$ cat src/rtl/seg7_scan_driver.sv
// Eight-digit multiplexed 7-segment driver with frame snapshots and
// leading-zero blanking; outputs are registered and active-low.
module seg7_scan_driver #(
  parameter int unsigned REFRESH_DIV = 100000
) (
  input  logic        clk,
  input  logic        rst,
  input  logic [31:0] bcd_digits,
  input  logic [7:0]  digit_en,
  input  logic [7:0]  dp_in,
  input  logic        blank_lz,
  output logic [7:0]  an,
  output logic [6:0]  seg,
  output logic        dp,
  output logic        frame_done
);

  localparam int unsigned PW =
    (REFRESH_DIV > 2) ? $clog2(REFRESH_DIV) : 1;
  localparam logic [PW-1:0] TOP = PW'(REFRESH_DIV - 1);

  typedef struct packed {
    logic [31:0] bcd;
    logic [7:0]  en;
    logic [7:0]  dp;
    logic        lz;
  } snap_t;

  logic [PW-1:0] presc;
  logic [2:0]    idx;
  snap_t         snap;
  logic          load_pending;

  logic          tick;
  logic          load;
  logic [7:0]    lz_zero;
  logic [3:0]    nib;
  logic          shown;
  logic [7:0]    an_nxt;
  logic [6:0]    seg_nxt;
  logic          dp_nxt;

  function automatic logic [6:0] decode(input logic [3:0] n);
    logic [6:0] s;
    unique case (n)
      4'd0:    s = 7'b1000000;
      4'd1:    s = 7'b1111001;
      4'd2:    s = 7'b0100100;
      4'd3:    s = 7'b0110000;
      4'd4:    s = 7'b0011001;
      4'd5:    s = 7'b0010010;
      4'd6:    s = 7'b0000010;
      4'd7:    s = 7'b1111000;
      4'd8:    s = 7'b0000000;
      4'd9:    s = 7'b0010000;
      default: s = 7'b0111111;
    endcase
    return s;
  endfunction

  assign tick = (presc == TOP);
  assign load = (tick && idx == 3'd7) || load_pending;

  // lz_zero[i]: nibbles i..7 of the snapshot are all zero
  always_comb begin
    lz_zero = '0;
    lz_zero[7] = (snap.bcd[31:28] == 4'd0);
    for (int i = 6; i >= 0; i--) begin
      lz_zero[i] = lz_zero[i+1] && (snap.bcd[i*4 +: 4] == 4'd0);
    end
  end

  always_comb begin
    nib     = snap.bcd[idx*4 +: 4];
    shown   = snap.en[idx] &&
              !(snap.lz && idx != 3'd0 && lz_zero[idx]);
    an_nxt  = 8'hFF;
    seg_nxt = 7'h7F;
    dp_nxt  = 1'b1;
    if (shown) begin
      an_nxt  = ~(8'd1 << idx);
      seg_nxt = decode(nib);
      dp_nxt  = ~snap.dp[idx];
    end
  end

  always_ff @(posedge clk) begin
    if (rst) begin
      presc        <= '0;
      idx          <= '0;
      snap         <= '0;
      load_pending <= 1'b1;
      an           <= 8'hFF;
      seg          <= 7'h7F;
      dp           <= 1'b1;
      frame_done   <= 1'b0;
    end else begin
      presc      <= tick ? '0 : presc + 1'b1;
      idx        <= tick ? idx + 3'd1 : idx;
      frame_done <= load;
      an         <= an_nxt;
      seg        <= seg_nxt;
      dp         <= dp_nxt;
      if (load) begin
        snap.bcd     <= bcd_digits;
        snap.en      <= digit_en;
        snap.dp      <= dp_in;
        snap.lz      <= blank_lz;
        load_pending <= 1'b0;
      end
    end
  end

endmodule
$ cat config.mk
export PLATFORM = sky130hd
export DESIGN_NAME = seg7_scan_driver
export DESIGN_NICKNAME = d
export VERILOG_FILES = /design/src/rtl/seg7_scan_driver.sv
export SDC_FILE = /design/constraint.sdc
export NUM_CORES = 1
export LEC_CHECK = 0
export CAP_MARGIN = 20
export CORE_ASPECT_RATIO = 1.1
export CORE_MARGIN = 2
export CORE_UTILIZATION = 50
export CTS_BUF_LIST = sky130_fd_sc_hd__clkbuf_16
export CTS_CLUSTER_DIAMETER = 120
export DETAILED_ROUTE_END_ITERATION = 10
export HOLD_SLACK_MARGIN = 0.1
export MAX_ROUTING_LAYER = met4
export PLACE_DENSITY = 0.74
export SETUP_SLACK_MARGIN = 0.2
export SYNTH_ARGS = -nofsm -noshare
export SYNTH_HDL_FRONTEND = slang
export SYNTH_SLANG_ARGS = --single-unit
$ cat constraint.sdc
create_clock -name clk -period 5.64 [get_ports clk]
set_input_delay 1.128 -clock clk [delete_from_list [all_inputs] [get_ports clk]]
set_output_delay 1.128 -clock clk [all_outputs]
set_load 0.005 [all_outputs]
== Word-level counts from Yosys, hierarchy flattened ==
Memories as Yosys holds them, arrays and structs flattened. A register that Yosys moved wholly into a read port is not among the register bits.
Index checks and enable logic that the tools add are counted.
Cells by class
  add/subtract/negate cells: 2
  $lt $le $gt $ge: 1
  equal/unequal tests: 2
  shift-type cells: 2
  muxes and demuxes: 6
  bitwise gates (word level): 3
  reduce and logical (&&, ||, !) cells: 24
Operators by type and width (number)
  zero test 4 bit: 8
  variable part select 32 x 6 -> 4 bit: 1
  adder 17 x 1 -> 17 bit (second input constant): 1
  equality test 17 bit (second input constant): 1
  logical AND 1 bit: 11
  binary-select mux 1 bit (select 3 bit): 3
  inverter 8 bit: 1
  << shifter 1 x 3 -> 8 bit (first input constant): 1
  less-than comparator 3 x 4 -> 1 bit (second input constant): 1
  OR reduction 2 bit: 2
  adder 3 x 1 -> 3 bit (second input constant): 1
  equality test 3 bit (second input constant): 1
  2-to-1 mux 1 bit: 3
  nonzero test 3 bit: 1
  inverter 1 bit: 2
  zero test 1 bit: 1
  logical OR 1 bit: 1
Storage, ports and cells
  register bits after elaboration: 80
  ROM bits: 112
  bits of input ports: 51
  output and inout bits: 17
  logic and storage cells: 51
  memories: 1
Memory list
  (name not given): words 16, bits a word 7, rd ports 1, clocked after Yosys merged registers in 1, write ports 0, line 45  | unique case (n)

== Depth between registers and ports, before layout ==
  depth after elaboration: 15
  mapped depth: 9
  gate-level depth less buffers: 7

== Worst setup path after synthesis ==
No wires, ideal clock.
  path kind: reg-to-reg
  from: reg idx[0]
  to: reg seg[0]
  library setup time: 124 ps
  data arrival time: 2025 ps
  required time: 5516 ps
  setup slack: 3491 ps
  stages on the path, launching flop included: 10
  path buffers: 2
  period minus slack after synthesis: 2149 ps
  cell sequence: dfxtp_1 -> buf_4 -> buf_4 -> mux4_2 -> mux2i_4 -> inv_1 -> ha_1 -> and2_1 -> o22ai_1 -> nand3_1
Between the ends
  cells in the longest elaborated chain, start to end: 7
  elaborated cells between the ends (all ways): 12
  classes of those cells: shift (1); mux (4); bitwise (1); reduce/logical (6)
Ends and longest elaborated chain
  start, declared: line 30  | logic [2:0] idx;
  start signal, assigned: line 99  | idx <= tick ? idx + 3'd1 : idx;
  binary-select mux 1 bit (select 3 bit) / nonzero test 3 bit (equally long branches): line 76  | !(snap.lz && idx != 3'd0 && lz_zero[idx]);
  2-to-1 mux 1 bit (implied by the code) / logical AND 1 bit (equally long branches): line 76
  logical AND 1 bit: line 76
  zero test 1 bit: line 76
  logical AND 1 bit: line 75  | shown = snap.en[idx] &&
  inverter 1 bit (no line)
  OR reduction 2 bit (no line)
  end, declared: line 13  | output logic [6:0] seg,
Parallel ways exist; a longest one is shown, timed or not. The select of a mux whose other input is x is not followed.
A chain may end at the register's enable or synchronous reset.

== Worst setup path after layout ==
  from: reg idx[0]
  to: reg seg[5]
Same word-level chain as after synthesis.

==> results.txt <==
- The run finished with clean final reports.
- Area of the die: 8471 um2
- Compound-cell area share of the yosys netlist: 0.03778
- Worst-path maximum fanout: 18
- Startpoint of the most critical setup path: idx[0]
* Register-to-Register Setup Slack: 2.88 ns
- For this run, design rule violations remaining after detail routing come to 0.
* Top-Level Pins: 68
- The analysis attributes to cell leakage a power of 1.955 nW.
- Depth of the worst register-to-register path: 6
- For this design, the sink count on the clock tree is 87.
- Simple-gate area share of the yosys netlist: 0.1673
- In this run the remaining antenna-violating nets after routing total 0.
- Dividing the final minimum period by the clock period gives 0.4896.
- Data arrival time of the critical path: 2.92 ns
- Final WL: 7809 um
* Clock slew at the register clock pins of the worst setup and hold paths: 0.06 ns
- For this run, the number of Yosys warnings is 0.
- Counting the buffers created by CTS gives 9.
- Number of antenna violations at the first check in global routing: 0
* Root Buffer Master: sky130_fd_sc_hd__clkbuf_16
* Total negative slack for setup checks: 0 ns
* EDFF count, synth: 0
* Slew margin rel.: 0.3576
- Largest clock skew in the final design: 0.007171 ns
- For the pin with the worst max-slew slack, the measured transition is 0.9623 ns.
- Count of state elements after synthesis: 87
* Distinct cell type count of the synthesized netlist: 41
- Crit Reg-Reg Startpoint: idx[0]
- The via count of the first global-routing pass is 2,741.
- The cell count after synthesis came out at 369.
- Global placement routability congestion: 0.8460
- The synthesized netlist occupies a cell area of 3875 um2.
* Number of nets produced by synthesis: 432
- Via count of the routed design: 2,833
- In this run the critical register-to-register path is captured at seg[5].
- The H-tree was split into 3 levels.
- The clock passes through at most 2 buffers.
- Number of hold buffers added after cts: 0
- Commonest cells after routing, fill and taps aside: sky130_fd_sc_hd__dfxtp_1 (87), sky130_fd_sc_hd__nor2_1 (76), sky130_fd_sc_hd__clkdlybuf4s50_1 (66)
- In this run the worst setup path terminates at seg[5].
* Area share of fa/ha/maj cells after synthesis: 0.03875
- Derived from the worst setup path, the maximum achievable clock frequency is 362.1 MHz.
- The number of antenna diodes in the final layout is 0.
* Wire length of the first global-routing pass: 12,950 um
* Global route total overflow: 0
* Aggregate global-route resource usage: 0.2029
* Number of I/O port buffers: 67
* Most common library cell in the layout ignoring fill and taps: sky130_fd_sc_hd__dfxtp_1
- In this run the vertical extent of the chip is 96.33 um.
* Worst vdd rail ir drop: 0.1681 mV
* Multi-input logic area: 1956 um2
* Post-synthesis xor/xnor area fraction: 0.03616
* Maximum Capacitance Violations: 0
- Summing all flip-flop and latch instances after layout gives 1742 um2.
- Share of post-route cells with drive strength above 1: 0.09007
* Latest clock arrival within the worst-skew pair: 0.33 ns
- In the final routed layout, each cell accounts on average for 14.51 um.
- Summed over all nets, the half-perimeter wirelength after detailed placement is 5597 um.
* Number of inserted filler cells in the final layout: 617
- Most used flip-flop cell after synthesis: sky130_fd_sc_hd__dfxtp_1
* Mux share of post-synthesis cell area: 0.2247
* Pins Over Slew Limit: 0
- Portion of the post-synthesis area used by sequential elements: 0.4495
- TritonCTS built the clock tree.
- Main combinational cell family by area after synthesis: multiplexers
- The final-report hold violation count is 0.
- Power density over the cells: 279.9 nW/um2
* Pin count of the biggest net entering global routing: 57
- Setup repair after global routing missed its margin: false
* Type of the worst min-delay path: reg2reg
- Placeable core region: 7473 um2
- Synth Area per Inst: 10.50 um2
- At the worst endpoint, the required time is 5.80 ns.
- Area grow syn2layout: 24.67%
- Via density: 5.266
- Startpoint Class: flop
* Floorplan die width: 87.94 um
* Net count of the finished layout: 492
- Worst Setup Path Type: reg2reg
* First drt pass iteration count: 4
- Starting utilization of the core area: 0.5185
- The routed design could run at a clock period as short as 2.761 ns.
- The number of gates resized after CTS was 0.
- Starting DRC count in detailed routing: 96
* Post-CTS Setup Bufs: 0
- Row generation in the floorplan step produced 33 rows.
- Crit path capture type: flop
- Overall Power: 1.352 mW
- Setup violations remaining at the end of the flow were counted as 0.
- Fraction of registers with async set or reset after synthesis: 0
[worst min-delay path by stage]
stage	startpoint	to	depth (start not counted)
finish	presc[0]	presc[0]	1
CTS	presc[0]	presc[0]	1
floorplan	presc[0]	presc[0]	1
global placement	presc[0]	presc[0]	1
detailed placement	presc[0]	presc[0]	1
global route	presc[0]	presc[0]	1
[synth_stat cells, types with 2 or more instances]
cell type                    n  share of area
sky130_fd_sc_hd__nor4_1      6         0.0097
sky130_fd_sc_hd__buf_4       4         0.0077
sky130_fd_sc_hd__nor2_1     76          0.074
sky130_fd_sc_hd__and2_1      3         0.0048
sky130_fd_sc_hd__nor3_1      4         0.0052
sky130_fd_sc_hd__o211ai_1    2         0.0039
sky130_fd_sc_hd__nand4_1     9          0.015
sky130_fd_sc_hd__ha_1       12          0.039
sky130_fd_sc_hd__o2bb2ai_1   2         0.0045
sky130_fd_sc_hd__and4_1      2         0.0045
sky130_fd_sc_hd__o21ai_0     4         0.0052
sky130_fd_sc_hd__inv_1       9         0.0087
sky130_fd_sc_hd__xor2_1      6          0.014
sky130_fd_sc_hd__mux4_2     12          0.070
sky130_fd_sc_hd__buf_6       6          0.017
sky130_fd_sc_hd__a211oi_1    2         0.0039
sky130_fd_sc_hd__o22ai_1     3         0.0048
sky130_fd_sc_hd__nand3_1    14          0.018
sky130_fd_sc_hd__nand2_1    10         0.0097
sky130_fd_sc_hd__mux2i_1    53           0.14
sky130_fd_sc_hd__xnor2_1    10          0.023
sky130_fd_sc_hd__dfxtp_1    87           0.45
sky130_fd_sc_hd__buf_2       4         0.0052
sky130_fd_sc_hd__mux2i_4     2          0.012
sky130_fd_sc_hd__a21oi_1     5         0.0065
sky130_fd_sc_hd__clkbuf_1    7         0.0068
[final cells by class]
class | instances | share of cell area
well taps | 105 | 0.02720
clock buffers | 9 | 0.04662
repair buffers | 70 | 0.1425
clock inverters | 6 | 0.01140
inverters | 9 | 0.006993
flip-flops and latches | 87 | 0.3605
multi-input cells | 252 | 0.4048
[power by group]
| group | total [mW] | internal [mW] | switching, mW |
|---|---|---|---|
| clock network | 0.562 | 0.336 | 0.226 |
| registers | 0.659 | 0.641 | 0.0186 |
| logic | 0.131 | 0.0766 | 0.0539 |
[kinds of logic after synthesis]
kind of cell	Yosys count
mux	69
simple gates	134
compound gates	21
buf+inv	30
flops	87
fa+ha+maj	12
xor+xnor	16
[registers in the layout, summed over array words and instances, names as in the netlist]
signal and flops:
presc 17, dp 1, an 8, load_pending 1
seg 7, frame_done 1, snap 49, idx 3
[metal layers]
layer	routed length (um)	GRT usage	part of all wire
met1	3484	0.2464	0.45
met5	0	-	0
met2	3916	0.3371	0.50
met3	330	0.03173	0.042
met4	78	0.08205	0.010
[per-stage QoR]
step / cells / cell area, um2 / setup slack, ns / hold slack (ns) / utilization
2_1_floorplan: 369 / 3875 / 3.491 / 0.4175 / -
3_3_place_gp: 522 / 4543 / 2.870 / 0.4291 / 0.6079
3_5_place_dp: 522 / 4543 / 2.857 / 0.4403 / 0.6079
4_1_cts: 537 / 4823 / 2.860 / 0.4512 / 0.6454
5_1_grt: 538 / 4831 / 2.586 / 0.4771 / 0.6464
6_report: 538 / 4831 / 2.879 / 0.4461 / 0.6464
[critical path, cell delays in order (launching register included)]
cell                      delay (ns)
sky130_fd_sc_hd__dfxtp_1        0.95
sky130_fd_sc_hd__mux4_2         0.62
sky130_fd_sc_hd__mux2i_2        0.37
sky130_fd_sc_hd__inv_1          0.15
sky130_fd_sc_hd__ha_1           0.25
sky130_fd_sc_hd__o22ai_1        0.16
sky130_fd_sc_hd__nand3_1        0.09
Power figures use the tool's default switching activity.
